==> src/rtl/serial_adder.sv <==
// Bit-serial unsigned adder: one operand bit per clock through a two-half-adder
// bit cell, with a start/busy/done handshake and held sum/carry outputs.

module half_adder (
   input  logic a,
   input  logic b,
   output logic sum,
   output logic carry
);
   assign sum   = a ^ b;
   assign carry = a & b;
endmodule

module serial_adder #(
   parameter int WIDTH = 8
) (
   input  logic             iCLK,
   input  logic             iRST,
   input  logic             iSTART,
   input  logic [WIDTH-1:0] iA,
   input  logic [WIDTH-1:0] iB,
   output logic             oBUSY,
   output logic             oDONE,
   output logic [WIDTH-1:0] oSUM,
   output logic             oCARRY
);
   localparam int CW = $clog2(WIDTH);

   typedef enum logic [1:0] {
      S_IDLE  = 2'd0,
      S_SHIFT = 2'd1,
      S_DONE  = 2'd2
   } state_t;

   state_t           state_q, state_d;
   logic [WIDTH-1:0] opa_q, opa_d;
   logic [WIDTH-1:0] opb_q, opb_d;
   logic [WIDTH-1:0] acc_q, acc_d;
   logic [WIDTH-1:0] sum_q, sum_d;
   logic [CW-1:0]    cnt_q, cnt_d;
   logic             carry_q, carry_d;
   logic             cout_q, cout_d;
   logic             busy_q, busy_d;
   logic             done_q, done_d;

   logic ha1_sum, ha1_carry, ha2_sum, ha2_carry;
   logic bit_sum, bit_carry;
   logic last_bit;

   half_adder u_ha1 (.a(opa_q[0]), .b(opb_q[0]), .sum(ha1_sum), .carry(ha1_carry));
   half_adder u_ha2 (.a(ha1_sum),  .b(carry_q),  .sum(ha2_sum), .carry(ha2_carry));

   assign bit_sum   = ha2_sum;
   assign bit_carry = ha1_carry | ha2_carry;
   assign last_bit  = (cnt_q == CW'(WIDTH - 1));

   // State register
   always_ff @(posedge iCLK or posedge iRST) begin
      if (iRST) state_q <= S_IDLE;
      else      state_q <= state_d;
   end

   // Next-state logic
   always_comb begin
      state_d = state_q;
      case (state_q)
         S_IDLE:  if (iSTART) state_d = S_SHIFT;
         S_SHIFT: if (last_bit) state_d = S_DONE;
         S_DONE:  state_d = S_IDLE;
         default: state_d = S_IDLE;
      endcase
   end

   // Outputs are decoded from the next state so the flags are registered
   always_comb begin
      busy_d = (state_d == S_SHIFT);
      done_d = (state_d == S_DONE);
   end

   always_comb begin
      opa_d   = opa_q;
      opb_d   = opb_q;
      acc_d   = acc_q;
      carry_d = carry_q;
      cnt_d   = cnt_q;
      sum_d   = sum_q;
      cout_d  = cout_q;
      case (state_q)
         S_IDLE: begin
            if (iSTART) begin
               opa_d   = iA;
               opb_d   = iB;
               acc_d   = '0;
               carry_d = 1'b0;
               cnt_d   = '0;
            end
         end
         S_SHIFT: begin
            // LSB-first bits enter at the top and settle into place after WIDTH shifts
            acc_d   = {bit_sum, acc_q[WIDTH-1:1]};
            opa_d   = {1'b0, opa_q[WIDTH-1:1]};
            opb_d   = {1'b0, opb_q[WIDTH-1:1]};
            carry_d = bit_carry;
            cnt_d   = cnt_q + CW'(1);
            if (last_bit) begin
               sum_d  = {bit_sum, acc_q[WIDTH-1:1]};
               cout_d = bit_carry;
            end
         end
         default: ;
      endcase
   end

   always_ff @(posedge iCLK or posedge iRST) begin
      if (iRST) begin
         opa_q   <= '0;
         opb_q   <= '0;
         acc_q   <= '0;
         carry_q <= 1'b0;
         cnt_q   <= '0;
         sum_q   <= '0;
         cout_q  <= 1'b0;
         busy_q  <= 1'b0;
         done_q  <= 1'b0;
      end else begin
         opa_q   <= opa_d;
         opb_q   <= opb_d;
         acc_q   <= acc_d;
         carry_q <= carry_d;
         cnt_q   <= cnt_d;
         sum_q   <= sum_d;
         cout_q  <= cout_d;
         busy_q  <= busy_d;
         done_q  <= done_d;
      end
   end

   assign oBUSY  = busy_q;
   assign oDONE  = done_q;
   assign oSUM   = sum_q;
   assign oCARRY = cout_q;

endmodule

==> config.mk <==
export PLATFORM = sky130hd
export DESIGN_NAME = serial_adder
export DESIGN_NICKNAME = d
export VERILOG_FILES = /design/src/rtl/serial_adder.sv
export SDC_FILE = /design/constraint.sdc
export NUM_CORES = 1
export LEC_CHECK = 0
export ABC_AREA = 1
export CORE_MARGIN = 10
export CORE_UTILIZATION = 47
export CTS_CLUSTER_DIAMETER = 50
export DETAILED_ROUTE_END_ITERATION = 10
export GPL_TIMING_DRIVEN = 0
export MAX_ROUTING_LAYER = met4
export PLACE_DENSITY = 0.8
export SLEW_MARGIN = 20
export SYNTH_ARGS = -nofsm -noshare
export SYNTH_HDL_FRONTEND = slang
export SYNTH_SLANG_ARGS = --single-unit
export TNS_END_PERCENT = 20
==> constraint.sdc <==
create_clock -name iCLK -period 2.2 [get_ports iCLK]
set_clock_uncertainty 0.2 [all_clocks]
set_input_delay 0.66 -clock iCLK [delete_from_list [all_inputs] [get_ports iCLK]]
set_output_delay 0.66 -clock iCLK [all_outputs]
set_load 0.01 [all_outputs]
==> metrics.md, run 1 <==
| Metric | Value |
|---|---|
| H-Tree Depth | `2` |
| Slew headroom | `0.8612` |
| Highest Clock Rate | `487.1 MHz` |
| Synth Area in Simple Gates | `0.2395` |
| Setup Fix Bufs, Post-CTS | `0` |
| Wirelength per Cell | `12.29 um` |
| Port bufs | `29` |
| Multi-input gate area | `606.8 sq um` |
| Die X | `between 80 and 90 um` |
| Vias in the first global route | `1,453` |
| Post-route clock period utilization | `0.9332` |
| EDFF count, synth | `0` |
| Class of the most critical setup path | `flip-flop to primary output` |
| Crit-path cells | `clkdlybuf4s50_1` |
| Nets | `280` |
| Overall Power | `3.264 mW` |
| Logic pwr share | `0.439` |
| YS warnings | `0` |
| CP delay by family, top | `buffers and inverters` |
| Core ar. | `0.003771 sq mm` |
| Max-cap violations | `0` |
| Internal power | `2.080 mW` |
| Worst path arrival time | `1190 ps` |
| Post-Synth XOR/XNOR Area | `0` |
| VDD IR max | `704.9 uV` |
| Largest family of logic cells by synthesized area | `simple AND/OR/NAND/NOR gates` |
| CTS Buffer Depth | `2` |
| Final ANT Viol Nets | `0` |
| # diodes | `0` |
| Status | `finished clean` |
| Finish-stage setup viols | `0` |
| WHS | `285.6 ps` |
| CTS root buffer | `clkbuf_8` |
| Met2 Usage GRT | `0.1697` |
| Initial Util | `0.4973` |
| Mapped Cells | `221` |
| Met3 Use GR | `0.04395` |
| Busiest layer in global routing | `met2` |
| Worst-Skew Late Latency | `300 ps` |
| GRT Total Usage | `0.1156` |
| Compound-cell area share of the yosys netlist | `0.06004` |
| Chip Height | `83.17 um` |
| Reg area | `0.001001 sq mm` |
| Syn Area/Cell | `approximately 8.5 sq um` |
| CTS clock-pin slew for the worst setup and hold paths | `80 ps` |
| Cts hold-fix bufs | `0` |
| Dpl ws | `151.0 ps` |
| Register bit total from synthesis | `40` |
| Cell variety after synth | `20` |
| Detailed Place HPWL | `about 2.7 mm` |
| Clock share of power | `0.183` |
| Async SR Flop Fraction | `1.000` |
| TritonCTS Sinks | `40` |
| I/O pin total | `30` |
| PD cells | `1385 mW/mm^2` |
| Startpoint types | `flip-flop` |
| Syn_nets | `around 240` |
| Slowest stage cell, crit path | `clkdlybuf4s50_1` |
| Via Count | `between 1,000 and 1,500` |
| Layout area overhead | `25.68%` |
| Pleak | `1.231 nW` |
| Pre-antenna DRT Iters | `4` |
| Fillers | `348` |
| Met1 Use GR | `0.1422` |
| Gp weighted congestion | `around 0.81` |
| CP Data Required Time | `1340 ps` |
| Crit path max fanout | `2` |
| CTS Buf Count | `5` |
| Switching power | `~1.2 mW` |
| Cts repair resizes | `0` |
| Final Worst Setup Slack | `~150 ps` |
| Hold Crit Class | `flip-flop to flip-flop` |
| Initial detailed-routing violation count | `111` |
| Sequential share of the synthesized area | `0.5337` |
| DRC violations left | `0` |
| Slew Viols, Final | `0` |
| Mux share of post-synthesis cell area | `0` |
| Share of cells above drive strength 1 | `0.1042` |
| Worst setup EP type | `primary output` |
| Count of standard-cell rows | `22` |
| Buffers and inverters on the worst path | `1` |
| Seq pwr share | `0.379` |
| Final hold viol count | `0` |
| Sw frac | `0.3627` |
| CP max stage delay | `about 540 ps` |
| Final min period | `2053 ps` |
| RSZ-0062 raised after global routing | `no` |
| CTS tree | `done` |
| First-pass GRT wire length | `6.624 mm` |
| Adder-cell area share of the yosys netlist | `0.02402` |
| Initial antenna violation count | `0` |
| Largest net degree at the start of global routing | `35` |
| Slew @ Worst Pin | `208.2 ps` |
| Drt total wl | `3.772 mm` |
| Via density | `4.726` |
| Mapped cell area | `around 0.0019 sq mm` |
| Die Area | `0.006917 sq mm` |
| Global route overflow | `0` |
| Main flop type after synthesis | `dfrtp_1` |
| Finished Core Util | `0.6251` |
==> cell usage after synthesis (2+ instances only) <==
master	count	area (sq um)
o21ai_0	4	20.02
ha_1	2	25.02
nand3_1	29	145.1
inv_1	41	153.9
o21ai_1	15	75.07
buf_6	3	33.78
dfrtp_1	40	1001
buf_2	5	25.02
nand2_4	3	33.78
or2_0	2	12.51
o22ai_1	2	12.51
nand2_1	64	240.2
inv_4	2	12.51
nor2_1	3	11.26
==> sequential cells by signal, summed over array words and instances, names as in the netlist <==
signal / flops
oSUM: 8
opa_q: 8
opb_q: 8
acc_q: 7
cnt_q: 3
state_q: 2
carry_q: 1
oBUSY: 1
oCARRY: 1
oDONE: 1
==> layout by cell type (no fill, tap or decap), types with 3 or more instances in the layout <==
cell,instances
buf_2,5
buf_6,3
clkbuf_8,5
clkdlybuf4s50_1,29
dfrtp_1,40
inv_1,40
nand2_1,64
nand2_4,3
nand3_1,29
nor2_1,3
o21ai_0,4
o21ai_1,15
==> power by group through the flow <==
| stage | Sequential (mW) | Combinational [mW] | Clock (mW) |
|---|---|---|---|
| 3_3_place_gp | 1.23 | 1.40 | 0 |
| 3_5_place_dp | 1.25 | 1.45 | 0 |
| 4_1_cts | 1.23 | 1.45 | 0.608 |
| 2_1_floorplan | 1.26 | 0.969 | 0 |
| 5_1_grt | 1.27 | 1.64 | 0.644 |
| 6_report | 1.24 | 1.43 | 0.597 |
==> path summary, 6_finish.rpt <==
kind                          start  endpoint  slack [ps]  cells past startpoint
setup / recovery            oSUM[5]   oSUM[5]         150                      1
hold / removal             opb_q[6]  opb_q[6]         290                      2
setup reg to reg           cnt_q[0]   oSUM[5]         630                      6
hold reg to reg            opb_q[6]  opb_q[6]         290                      2
max in group asynchronous      iRST   oSUM[7]        1010                      3
min in group asynchronous      iRST   oSUM[4]         370                      2
==> through the flow <==
stage	TNS, ps	instances	instance area, sq um
after floorplan	0	221	1876
after global placement	-16290	298	2226
after detailed placement	0	299	2246
after CTS	0	307	2357
after global routing	0	307	2357
final	0	307	2357
==> logic make-up after synthesis <==
kind of cell / after synthesis
simple gates: 102
flops: 40
buf+inv: 54
fa+ha+maj: 3
compound gates: 22
==> area by class of cell <==
cell class	count	area share
Inverter	43	0.07059
Sequential cell	40	0.4246
Clock inverter	3	0.01805
Buffer	11	0.04299
Clock buffer	5	0.02919
Timing Repair Buffer	30	0.1316
Tap cell	48	0.02548
Multi-Input combinational cell	127	0.2574
==> layer usage <==
layer,vias to the layer above,part of all wire
met1,671,0.44
li1,744,-
met5,-,0
met4,0,0.012
met3,6,0.051
met2,30,0.49
==> worst reg2reg max path, stage by stage, from the launching register on <==
cell and delay [ps]:
dfrtp_1 410, ha_1 210, ha_1 210, nand2_1 90, buf_2 210, nand2_1 70, o21ai_1 90
(Power assumes the default switching activity.)
==> run 2: changes to the inputs <==
--- a/config.mk
+++ b/config.mk
@@ -10,7 +10,6 @@
 export CORE_UTILIZATION = 47
 export CTS_CLUSTER_DIAMETER = 50
 export DETAILED_ROUTE_END_ITERATION = 10
-export GPL_TIMING_DRIVEN = 0
 export MAX_ROUTING_LAYER = met4
 export PLACE_DENSITY = 0.8
 export SLEW_MARGIN = 20
==> metrics.md, run 2 (synthesis gave the netlist of run 1 again) <==
| Metric | Value |
|---|---|
| Buffers and inverters on the worst path | `1` |
| CTS root buffer | `clkbuf_8` |
| CP max stage delay | `550 ps` |
| Crit path max fanout | `2` |
| DRC violations left | `0` |
| Initial Util | `0.4973` |
| Crit-path cells | `clkdlybuf4s50_1` |
| GRT Total Usage | `0.1114` |
| Post-route clock period utilization | `0.9278` |
| Status | `finished clean` |
| CP Data Required Time | `between 1000 and 1500 ps` |
| Pre-antenna DRT Iters | `4` |
| CTS tree | `done` |
| CTS Buf Count | `5` |
| Via density | `4.783` |
| TritonCTS Sinks | `40` |
| Drt total wl | `around 3.5 mm` |
| CTS clock-pin slew for the worst setup and hold paths | `70 ps` |
| Initial detailed-routing violation count | `between 80 and 90` |
| Core ar. | `0.003771 sq mm` |
| Largest net degree at the start of global routing | `between 40 and 50` |
| Detailed Place HPWL | `approximately 2.5 mm` |
| Final ANT Viol Nets | `0` |
| Slew @ Worst Pin | `294.4 ps` |
| Busiest layer in global routing | `met2` |
| Highest Clock Rate | `489.9 MHz` |
| Cts hold-fix bufs | `0` |
| Pleak | `1.189 nW` |
| Worst setup EP type | `primary output` |
| Setup Fix Bufs, Post-CTS | `0` |
| Port bufs | `29` |
| I/O pin total | `30` |
| Overall Power | `3.031 mW` |
| Chip Height | `between 80 and 90 um` |
| Cts repair resizes | `0` |
| Finish-stage setup viols | `0` |
| Via Count | `1,430` |
| Count of standard-cell rows | `22` |
| Slowest stage cell, crit path | `clkdlybuf4s50_1` |
| Met2 Usage GRT | `0.1725` |
| Hold Crit Class | `flip-flop to flip-flop` |
| Slew headroom | `0.8033` |
| VDD IR max | `673.9 uV` |
| Vias in the first global route | `1,502` |
| Final hold viol count | `0` |
| WHS | `282.1 ps` |
| Class of the most critical setup path | `flip-flop to primary output` |
| Max-cap violations | `0` |
| Final Worst Setup Slack | `between 150 and 200 ps` |
| Global route overflow | `0` |
| Gp weighted congestion | `between 0.8 and 0.9` |
| Met1 Use GR | `0.1340` |
| PD cells | `around 1300 mW/mm^2` |
| Initial antenna violation count | `0` |
| Layout area overhead | `20.95%` |
| Final instance area | `around 0.0023 sq mm` |
| Commonest non-fill, non-tap cell in the layout | `nand2_1` |
| Die Area | `0.006917 sq mm` |
| CP delay by family, top | `buffers and inverters` |
| Nets | `273` |
| Wirelength per Cell | `11.76 um` |
| Startpoint types | `flip-flop` |
| Dpl ws | `164.3 ps` |
| Share of cells above drive strength 1 | `0.07171` |
| RSZ-0062 raised after global routing | `no` |
| Worst-Skew Late Latency | `roughly 290 ps` |
| Most frequent cells in the layout | `64 x nand2_1, 41 x inv_1, 40 x dfrtp_1` |
| Die X | `83.17 um` |
| CTS Buffer Depth | `2` |
| H-Tree Depth | `2` |
| First-pass GRT wire length | `6.555 mm` |
| Slew Viols, Final | `0` |
| Met3 Use GR | `0.03125` |
| Post-DP Area | `0.002187 sq mm` |
| Final min period | `2041 ps` |
| Setup TNS | `0 ps` |
| # diodes | `0` |
| Worst path arrival time | `1180 ps` |
==> run 2: area by class of cell <==
class / instances / area, sq um
tap: 48 / 60.06
clock inverter: 2 / 12.51
clock buffer: 5 / 68.82
multi-input combinational: 127 / 606.8
inverter: 43 / 166.4
fill: 337 / 1503
timing repair buffer: 34 / 352.8
sequential: 40 / 1001
==> run 2: worst paths after layout <==
path	to	slack, ps	from	depth (start not counted)
worst max-delay path	oCARRY	160	oCARRY	1
worst min-delay path	opa_q[2]	280	opa_q[2]	2
worst max register to register	oSUM[0]	500	cnt_q[0]	6
worst min register to register	opa_q[2]	280	opa_q[2]	2
max in group asynchronous	opa_q[6]	1080	iRST	3
min in group asynchronous	oSUM[4]	520	iRST	3
==> run 2: report_power, final <==
part	total (mW)	internal [mW]	switching (mW)
registers	1.25	1.07	0.172
clock network	0.459	0.215	0.244
logic	1.33	0.594	0.732
==> run 2: through the flow <==
step                utilization  instances
finish                   0.6015        299
global route             0.6015        299
CTS                      0.6015        299
detailed placement       0.5800        292
global placement         0.5800        292
floorplan                     -        221
==> run 2: routing by layer <==
layer	vias to the layer above	part of all wire
li1	726	-
met1	655	0.45
met2	38	0.47
met3	11	0.051
met4	0	0.023
met5	-	0
